## config.mk

```make
export PLATFORM = sky130hd
export DESIGN_NAME = noc_inter_control
export DESIGN_NICKNAME = d
export VERILOG_FILES = /design/src/rtl/noc_inter_control.sv
export SDC_FILE = /design/constraint.sdc
export NUM_CORES = 1
export LEC_CHECK = 0
export CELL_PAD_IN_SITES_DETAIL_PLACEMENT = 1
export CELL_PAD_IN_SITES_GLOBAL_PLACEMENT = 1
export CORE_MARGIN = 10
export CORE_UTILIZATION = 30
export DETAILED_ROUTE_END_ITERATION = 8
export PLACE_DENSITY = 0.77
export SLEW_MARGIN = 40
export SYNTH_ARGS = -nofsm -noshare
export SYNTH_HDL_FRONTEND = slang
export SYNTH_SLANG_ARGS = --single-unit
```

## constraint.sdc

```tcl
create_clock -name clk -period 1.6 [get_ports clk]
set_input_delay 0.24 -clock clk [delete_from_list [all_inputs] [get_ports clk]]
set_output_delay 0.24 -clock clk [all_outputs]
set_load 0.005 [all_outputs]
```

## src/rtl/noc_inter_control.sv

```systemverilog
// Top-level sequencer for the FFN-intermediate datapath:
// load A -> load K -> matmul -> requant -> GELU -> requant -> write-back.
// Drives one-cycle start pulses to each stage and reports done/error to the host.
// All outputs are registered.
module noc_inter_control (
    input  logic clk,
    input  logic rstn,
    input  logic start,
    output logic done,
    output logic error,
    output logic start_dma_a,
    input  logic dma_a_done,
    input  logic dma_a_error,
    output logic start_dma_k,
    input  logic dma_k_done,
    input  logic dma_k_error,
    output logic start_dma_g,
    input  logic dma_g_done,
    input  logic dma_g_error,
    input  logic mm_done,
    output logic start_requant_mm,
    input  logic requant_mm_done,
    output logic start_gelu,
    input  logic gelu_done,
    output logic start_requant_gelu,
    input  logic requant_gelu_done
);

    typedef enum logic [3:0] {
        StIdle    = 4'd0,
        StLoadA   = 4'd1,
        StLoadK   = 4'd2,
        StMm      = 4'd3,
        StReqMm   = 4'd4,
        StGelu    = 4'd5,
        StReqGelu = 4'd6,
        StWrite   = 4'd7,
        StDone    = 4'd8,
        StError   = 4'd9
    } state_e;

    state_e state_q, state_d;
    logic   g_seen_q, g_seen_d;
    logic   g_active;
    logic   entering;

    logic done_q, done_d;
    logic error_q, error_d;
    logic start_dma_a_q, start_dma_a_d;
    logic start_dma_k_q, start_dma_k_d;
    logic start_dma_g_q, start_dma_g_d;
    logic start_requant_mm_q, start_requant_mm_d;
    logic start_gelu_q, start_gelu_d;
    logic start_requant_gelu_q, start_requant_gelu_d;

    // Next-state: G write DMA runs alongside the pipeline, so its error aborts any later stage
    // and takes priority over that stage's own done.
    always_comb begin
        state_d  = state_q;
        g_active = (state_q == StMm) || (state_q == StReqMm) || (state_q == StGelu) ||
                   (state_q == StReqGelu) || (state_q == StWrite);
        case (state_q)
            StIdle: begin
                if (start) state_d = StLoadA;
            end
            StLoadA: begin
                if (dma_a_error)     state_d = StError;
                else if (dma_a_done) state_d = StLoadK;
            end
            StLoadK: begin
                if (dma_k_error)     state_d = StError;
                else if (dma_k_done) state_d = StMm;
            end
            StMm: begin
                if (dma_g_error)  state_d = StError;
                else if (mm_done) state_d = StReqMm;
            end
            StReqMm: begin
                if (dma_g_error)          state_d = StError;
                else if (requant_mm_done) state_d = StGelu;
            end
            StGelu: begin
                if (dma_g_error)    state_d = StError;
                else if (gelu_done) state_d = StReqGelu;
            end
            StReqGelu: begin
                if (dma_g_error)            state_d = StError;
                else if (requant_gelu_done) state_d = StWrite;
            end
            StWrite: begin
                if (dma_g_error)                   state_d = StError;
                else if (g_seen_q || dma_g_done)   state_d = StDone;
            end
            StDone: begin
                state_d = StIdle;
            end
            StError: begin
                if (start) state_d = StLoadA;
            end
            default: begin
                state_d = StIdle;
            end
        endcase
    end

    // Sticky G-done flag: an early write-DMA completion must survive until WRITE is reached.
    always_comb begin
        g_seen_d = g_seen_q;
        if ((state_d == StMm) && (state_q != StMm)) begin
            g_seen_d = 1'b0;
        end else if (g_active && dma_g_done) begin
            g_seen_d = 1'b1;
        end
    end

    // Output decode: start pulses fire only on the edge that enters their state.
    always_comb begin
        entering             = (state_d != state_q);
        start_dma_a_d        = entering && (state_d == StLoadA);
        start_dma_k_d        = entering && (state_d == StLoadK);
        start_dma_g_d        = entering && (state_d == StMm);
        start_requant_mm_d   = entering && (state_d == StReqMm);
        start_gelu_d         = entering && (state_d == StGelu);
        start_requant_gelu_d = entering && (state_d == StReqGelu);
        done_d               = (state_d == StDone);
        error_d              = (state_d == StError);
    end

    // State, latch and output registers.
    always_ff @(posedge clk or negedge rstn) begin
        if (!rstn) begin
            state_q              <= StIdle;
            g_seen_q             <= 1'b0;
            done_q               <= 1'b0;
            error_q              <= 1'b0;
            start_dma_a_q        <= 1'b0;
            start_dma_k_q        <= 1'b0;
            start_dma_g_q        <= 1'b0;
            start_requant_mm_q   <= 1'b0;
            start_gelu_q         <= 1'b0;
            start_requant_gelu_q <= 1'b0;
        end else begin
            state_q              <= state_d;
            g_seen_q             <= g_seen_d;
            done_q               <= done_d;
            error_q              <= error_d;
            start_dma_a_q        <= start_dma_a_d;
            start_dma_k_q        <= start_dma_k_d;
            start_dma_g_q        <= start_dma_g_d;
            start_requant_mm_q   <= start_requant_mm_d;
            start_gelu_q         <= start_gelu_d;
            start_requant_gelu_q <= start_requant_gelu_d;
        end
    end

    assign done               = done_q;
    assign error              = error_q;
    assign start_dma_a        = start_dma_a_q;
    assign start_dma_k        = start_dma_k_q;
    assign start_dma_g        = start_dma_g_q;
    assign start_requant_mm   = start_requant_mm_q;
    assign start_gelu         = start_gelu_q;
    assign start_requant_gelu = start_requant_gelu_q;

endmodule

```

* After elaboration in Yosys (flattened, before gate mapping)
Cells that the tools add are included.
** Operators by class
- Eq/ne operators :: 18
- Reductions and logical operators :: 16
- Mux-type cells :: 18
** Operators by type and width (number)
- $mux W4 :: 15
- $pmux W4 S8 :: 1
- $eq A4 B3 Y1 const B :: 7
- $eq A4 B2 Y1 const B :: 4
- $eq A4 B4 Y1 const B :: 3
- $eq A4 B1 Y1 const B :: 2
- $logic_and A1 B1 Y1 :: 8
- $logic_or A1 B1 Y1 :: 5
- $logic_not A4 Y1 :: 1
- $ne A4 B2 Y1 const B :: 1
- $ne A4 B4 Y1 :: 1
- $mux W1 :: 2
- $reduce_bool A2 Y1 :: 1
- $reduce_or A2 Y1 :: 1
** Word-level totals
- Register bits after elaboration :: 13
- Bits of input ports :: 13
- Output and inout port bits :: 8

* Logic depth before layout (Yosys ltp)
Gate-level depths: netlist of run 1.
- Depth after elaboration :: 8
- Gate-level depth with buffers :: 7
- Depth with buffers taken out :: 5

* Least setup slack after synthesis of run 1
Ideal clock, no wire load.
- Path kind :: register to register
- From :: register state_q[3]
- To :: register start_dma_a_q (netlist: start_dma_a)
- Data arrival time :: 1.556 ns
- Period minus slack after synthesis :: 1.651 ns
- Cell stages (with the launch flop) :: 7
- Required time :: 1.504 ns
- Library setup time :: 0.096 ns
- Path slack :: -0.051 ns
- Cell sequence :: dfrtp_1 -> buf_6 -> or4b_4 -> nand2b_4 -> o211ai_2 -> o211ai_2 -> nor4_2
** On the way
- Word-level cells in the longest chain between the ends :: 5
** Ends and longest elaborated chain
- start: declaration :: RTL line 42 : state_e state_q, state_d;
- start signal: assignment :: RTL line 132 : state_q <= StIdle;
- start signal: assignment :: RTL line 143 : state_q <= state_d;
- $eq A4 B4 Y1 (tied with other cells) :: RTL line 62 : case (state_q)
- $reduce_or A2 Y1 (no source line) (tied with other cells)
- $pmux W4 S8 :: RTL line 62
- $ne A4 B4 Y1 / $eq A4 B1 Y1 (equally long branches) :: RTL line 118, 119
- $logic_and A1 B1 Y1 * :: RTL line 119 : start_dma_a_d = entering && (state_d == StLoadA);
- via start_dma_a_d :: RTL line 49 : logic start_dma_a_q, start_dma_a_d;
- end signal: assignment :: RTL line 147 : start_dma_a_q <= start_dma_a_d;
- end: declaration :: RTL line 49
Mark *: on every way through the listed nets, which the timed path passes. The rest lies on a longest branch.
A chain may end at the register's enable or synchronous reset.

* Worst setup path after layout of run 1
- From :: register state_q[2]
- To :: register start_dma_a_q (netlist: start_dma_a)
** On the way
- Word-level cells in the longest chain between the ends :: 5
** Ends and longest elaborated chain (RTL line)
- $eq A4 B4 Y1 / $logic_not A4 Y1 (equally long branches) :: 62
- $reduce_or A2 Y1 (no source line)
- $pmux W4 S8 * :: 62
- via state_d[3] :: 42
- $ne A4 B4 Y1 / $eq A4 B1 Y1 (equally long branches) :: 118, 119
- $logic_and A1 B1 Y1 * :: 119
- via start_dma_a_d :: 49
Marked as above.

==> metrics.txt, run 1 <==
Total GRT Usage 11.8%; Post-Route Utilization 53.3%; final WL approximately 3.0 mm; CP bufs+invs 3; crit path capture type register; number of flops mapped to enable cells by yosys 0; crit-path leading delay family flip-flops; Die X 70.9 um; CP arrival 1.96 ns; share of cells above drive strength 1 41.4%; Total Power roughly 0.0020 W; Leakage Power 0.581 nW; failing checks setup timing; max-slew violation count 0; top post-synthesis cells by area dfrtp_1 42%, nor2_1 4.3%, buf_6 4.3%; number of diodes 0; CTS sink count 13; core footprint 2480 sq um; Post-Synthesis Cells roughly 80; number of distinct library cells after synthesis 34; CP required 1.78 ns; first-pass GRT wire length 4.82 mm; CP Launch Type register; reg2reg start state_q[2]; CTS buffer count 3; worst slew pin tran around 0.60 ns; Post-route DRC 0; final worst slack -0.172 ns; minimum clock period 1.77 ns; CP cell instances buf_12 -> buf_4 -> nand3b_1 -> o211ai_1 -> a311oi_2 -> inv_1 -> nor4_2; clock tree from TritonCTS done; WL/cell 19.3 um; H-tree Lvls 1; die area 5030 sq um; Worst Hold Class input pin to async pin; largest area contributor in the synthesized netlist dfrtp_1; Synth-to-Final Area Change 69.9%; Max Cap Viol 0; worst skew pair latency 0.27 ns; CP max stage cell dfrtp_2; Final Hold Vio Count 0; critical path type register to register; vias post-DR 833; Placer Congestion around 0.85; Final setup viols 9; nets@finish between 100 and 150; status finished, violations left; crit-path max cell delay roughly 0.46 ns; RSZ-0062 raised after global routing true; Crit. Startpoint state_q[2]; Reg clk slew, reported paths ~0.080 ns; first-pass iteration count of the detailed router 4; Root Driver clkbuf_4; sequential fraction of the synthesis area 41.9%; clk buf depth 2; Initial Util 31.4%; die height 70.9 um; top cells by count, synth 13 x dfrtp_1, 9 x nor2_1, 8 x nand2_1; synth warn 0; Top FF cell, synth dfrtp_1; Final ANT Viol Nets 0; vias per inst 5.27; I/O Pins 21; most numerous cell in the Yosys netlist dfrtp_1; Max FO, Critical Path 4; Async SR Flop Fraction between 90% and 100%; f_max about 0.56 GHz; vias in the first global route roughly 960; Iteration-0 DRC Markers 26; fill count 289; period utilisation layout 111%; initial antenna violation count 0; maximum vdd drop between 0.8 and 0.9 mV; Yosys reg bits 13; row count 18; relative slew slack 59.6%; cell area after synthesis about 800 sq um; Synth top area share around two fifths; Clock Skew 0.00422 ns; pwr dens 1490 nW/um^2; PortBufs 20; Syn Nets 92; Avg Inst Size Synth 9.84 sq um; GRT overflow 0; pin count of the biggest net entering global routing 14; internal reg-to-reg setup slack -0.17 ns; DP HPWL 2.03 mm; # hold bufs at CTS 0
path summary, 6_finish.rpt:
check | to | depth (start not counted)
max | start_dma_a | 7
max in group asynchronous | state_q[2] | 1
min reg2reg | start_dma_k | 2
min | start_dma_k | 1
min in group clk | start_requant_gelu | 3
max reg2reg | start_dma_a | 7
through the flow:
| step | cell area [sq um] | setup TNS [ns] | hold WS, ns | worst slack (ns) | std cells |
|---|---|---|---|---|---|
| after floorplan | 783 | -0.0451 | -0.0556 | -0.0368 | 79 |
| after detailed placement | 1100 | -2.11 | 0.622 | -0.378 | 141 |
| after global placement | 1100 | -1.86 | 0.606 | -0.322 | 141 |
| after global routing | 1320 | -1.84 | 0.379 | -0.289 | 158 |
| final | 1320 | -1.10 | 0.339 | -0.172 | 158 |
| after CTS | 1260 | -0.631 | 0.337 | -0.149 | 156 |
repair_timing:
action	CTS	global route
resized for setup	15	10
pin swaps	4	4
endpoints found under the hold margin	0	0
endpoints found under the setup margin	9	9
setup buffers	11	3
power by group:
group / total, W / leakage (nW) / internal [W] / switching (W)
Sequential: 0.000496 / 0.168 / 0.000415 / 0.0000806
Combinational: 0.00126 / 0.398 / 0.000707 / 0.000554
Clock: 0.000203 / 0.0150 / 0.0000966 / 0.000107
area by class of cell:
type,instances,area [sq um],share of cell area [%]
sequential,13,330,25.0
timing repair buffer,50,453,34.3
multi-input combinational,56,454,34.4
inverter,5,18.8,1.42
tap,30,37.5,2.84
clock buffer,4,26.3,1.99
cell families after synthesis:
logic type | Yosys count | share of synthesized area [%]
AND/OR/NAND/NOR | 35 | 28.2
AO/OA/AOI/OAI | 19 | 19.3
flip-flops | 13 | 41.9
buffers and inverters | 10 | 8.05
multiplexers | 2 | 2.58
flip-flops by register name (all words and copies together) (netlist names):
signal              count
start_requant_gelu      1
done                    1
start_dma_k             1
g_seen_q                1
start_dma_g             1
start_requant_mm        1
error                   1
start_gelu              1
start_dma_a             1
state_q                 4
per-layer routing:
layer | vias to the layer above | wire (um) | track usage [%]
met1 | 424 | 1230 | 13.1
met5 | - | 0 | 0
met3 | 4 | 139 | 3.35
li1 | 382 | - | -
met2 | 23 | 1640 | 22.1
met4 | 0 | 31 | 1.94
cell usage in the layout, fill, tap and decap left out, types with 3 or more instances in the layout:
cell type	instances
nand3b_1	3
dfrtp_1	9
clkbuf_4	3
buf_6	4
clkdlybuf4s50_1	20
nand2_1	8
buf_4	25
inv_1	5
nor2_1	7
dfrtp_2	4
worst register-to-register path, stage by stage, from the launching register on:
cell and delay, ns:
dfrtp_2 0.46, buf_12 0.15, buf_4 0.13, nand3b_1 0.07, o211ai_1 0.10, a311oi_2 0.35, inv_1 0.14, nor4_2 0.28
(Power assumes the default switching activity.)
==> inputs of run 2 (changes only) <==
- PLACE_DENSITY: 0.77 -> 0.75
- SKIP_CTS_REPAIR_TIMING: unset -> 1
- clock period: 1.6 -> 1.8 ns (I/O delays scaled with it)
==> metrics.txt, run 2 (synthesis gave the netlist of run 1 again) <==
status finished, final reports clean (was finished, violations left); CP arrival 1.96 ns (about the same); commonest non-fill, non-tap cells in the layout 20 x clkdlybuf4s50_1, 15 x buf_4, 9 x nor2_1, 9 x dfrtp_1, 8 x nand2_1 (was 25 x buf_4, 20 x clkdlybuf4s50_1, 9 x dfrtp_1, 8 x nand2_1, 7 x nor2_1); Synth-to-Final Area Change 46.9% (was 69.9%); CP Launch Type register (unchanged); Total GRT Usage 10.0% (was 11.8%); CTS sink count 13 (unchanged); Iteration-0 DRC Markers 38 (was 26); CP required 1.99 ns (was 1.78 ns); final WL 2.47 mm (was 3.05 mm); die area 5030 sq um (unchanged); nets@finish 128 (was 142); RSZ-0062 raised after global routing true (unchanged); f_max 0.566 GHz (was 0.564 GHz); Post-route DRC 0 (unchanged); Gate power share 53.8% (was 64.3%); Final setup viols 0 (was 9); pin count of the biggest net entering global routing 14 (unchanged); Worst Hold Class input pin to async pin (unchanged); pwr dens 1220 nW/um^2 (was 1490 nW/um^2); vias per inst 5.08 (was 5.27); number of diodes 0 (unchanged); core footprint 2480 sq um (unchanged); initial antenna violation count 0 (unchanged); Clock power frac 13.1% (was 10.4%); CTS buffer count 3 (unchanged); Final ANT Viol Nets 0 (unchanged); Setup TNS Final 0 ns (was -1.10 ns); first-pass iteration count of the detailed router 4 (unchanged); Max FO, Critical Path 8 (was 4); GRT overflow 0 (unchanged); Final Hold Vio Count 0 (unchanged); worst skew pair latency 0.28 ns (was 0.27 ns); WL/cell 17.1 um (was 19.3 um); I/O Pins 21 (unchanged); Leakage Power 0.505 nW (was 0.581 nW); die height 70.9 um (unchanged); Max Cap Viol 0 (unchanged); relative slew slack 61.4% (was 59.6%); Reg clk slew, reported paths 0.08 ns (about the same); clk buf depth 2 (unchanged); Die X 70.9 um (unchanged); worst slew pin tran 0.577 ns (was 0.604 ns); worst r2r path cells 5 (was 7); vias post-DR 731 (was 833); Root Driver clkbuf_4 (unchanged); crit path capture type register (unchanged); placed cells 140 (was 141); DP HPWL 2.00 mm (was 2.03 mm); minimum clock period 1.77 ns (about the same); total net switching power 0.000531 W (was 0.000741 W); Largest Register state_q (unchanged); H-tree Lvls 1 (unchanged); non-filler instance count after layout 144 (was 158); Placer Congestion 0.920 (was 0.851); Flop pwr share 33.1% (was 25.3%); row count 18 (unchanged); max FFs per register 4 (unchanged); period utilisation layout 98.1% (was 111%); vias in the first global route 831 (was 955); critical path type register to register (unchanged); first-pass GRT wire length 4.14 mm (was 4.82 mm); Clock Skew 0.00341 ns (was 0.00422 ns); internal reg-to-reg setup slack 0.03 ns (was -0.17 ns); max-slew violation count 0 (unchanged); PortBufs 20 (unchanged); Sw Share 38.0% (was 37.8%); Int Power 0.000865 W (was 0.00122 W); clock tree from TritonCTS done (unchanged); share of cells above drive strength 1 29.8% (was 41.4%); commonest non-fill, non-tap cell in the layout clkdlybuf4s50_1 (was buf_4); Initial Util 31.4% (unchanged); maximum vdd drop 0.816 mV (was 0.881 mV)
## run 2: cell count changes in the layout (fill, tap and decap cells not counted), sizes merged
cell	previous run	this run
clkinv	0	1
buf	30	16
clkbuf	4	3
## run 2: power by group through the flow
stage | sequential [W] | clock (W) | combinational (W)
floorplan | 0.000405 | 0 | 0.000480
global placement | 0.000452 | 0 | 0.000705
detailed placement | 0.000454 | 0 | 0.000740
CTS | 0.000450 | 0.000188 | 0.000741
global route | 0.000476 | 0.000201 | 0.000826
finish | 0.000461 | 0.000183 | 0.000751
## run 2: worst max-delay path: stages (launching register included)
cell and delay (ns):
dfrtp_2 0.46, or4b_4 0.59, nand2b_4 0.17, o211ai_2 0.09, o211ai_2 0.14, nor4_2 0.23
## run 2: stage by stage
stage / hold slack (ns) / util (%) / power (W) / cell area (sq um) / worst slack [ns]
5_1_grt: 0.388 / 46.1 / 0.00150 / 1140 / -0.0398
3_5_place_dp: 0.583 / 44.0 / 0.00119 / 1090 / -0.210
4_1_cts: 0.371 / 45.2 / 0.00138 / 1120 / -0.0804
2_1_floorplan: -0.0256 / - / 0.000885 / 777 / 0.149
6_report: 0.351 / 46.1 / 0.00140 / 1140 / 0.0334
3_3_place_gp: 0.577 / 44.0 / 0.00116 / 1090 / -0.159
## run 2: path summary, 6_finish.rpt
path / start / to
worst max-delay path: state_q[2] / start_dma_a
worst min-delay path: rstn / done
worst max register to register: state_q[2] / start_dma_a
worst min register to register: state_q[3] / start_requant_gelu
max in group asynchronous: rstn / state_q[0]
min in group clk: state_q[3] / start_requant_gelu
## run 2: area by class of cell
class | count | area [sq um]
clock inverters | 1 | 5.00
fillers | 304 | 1340
inverters | 5 | 18.8
well taps | 30 | 37.5
repair buffers | 36 | 324
multi-input cells | 56 | 403
flip-flops and latches | 13 | 330
clock buffers | 3 | 22.5
## run 2: layer usage
metal | global-route usage (%) | routed length, um | vias up
met5 | 0 | 0 | -
met4 | 3.23 | 14 | 0
met3 | 3.35 | 103 | 2
met2 | 17.0 | 1280 | 17
met1 | 11.6 | 1070 | 359
li1 | - | - | 353
==> inputs of run 3 (changes only) <==
- CAP_MARGIN: unset -> 20
==> results of run 3 <==
The final DEF is identical to that of run 2; final timing and power are the same.
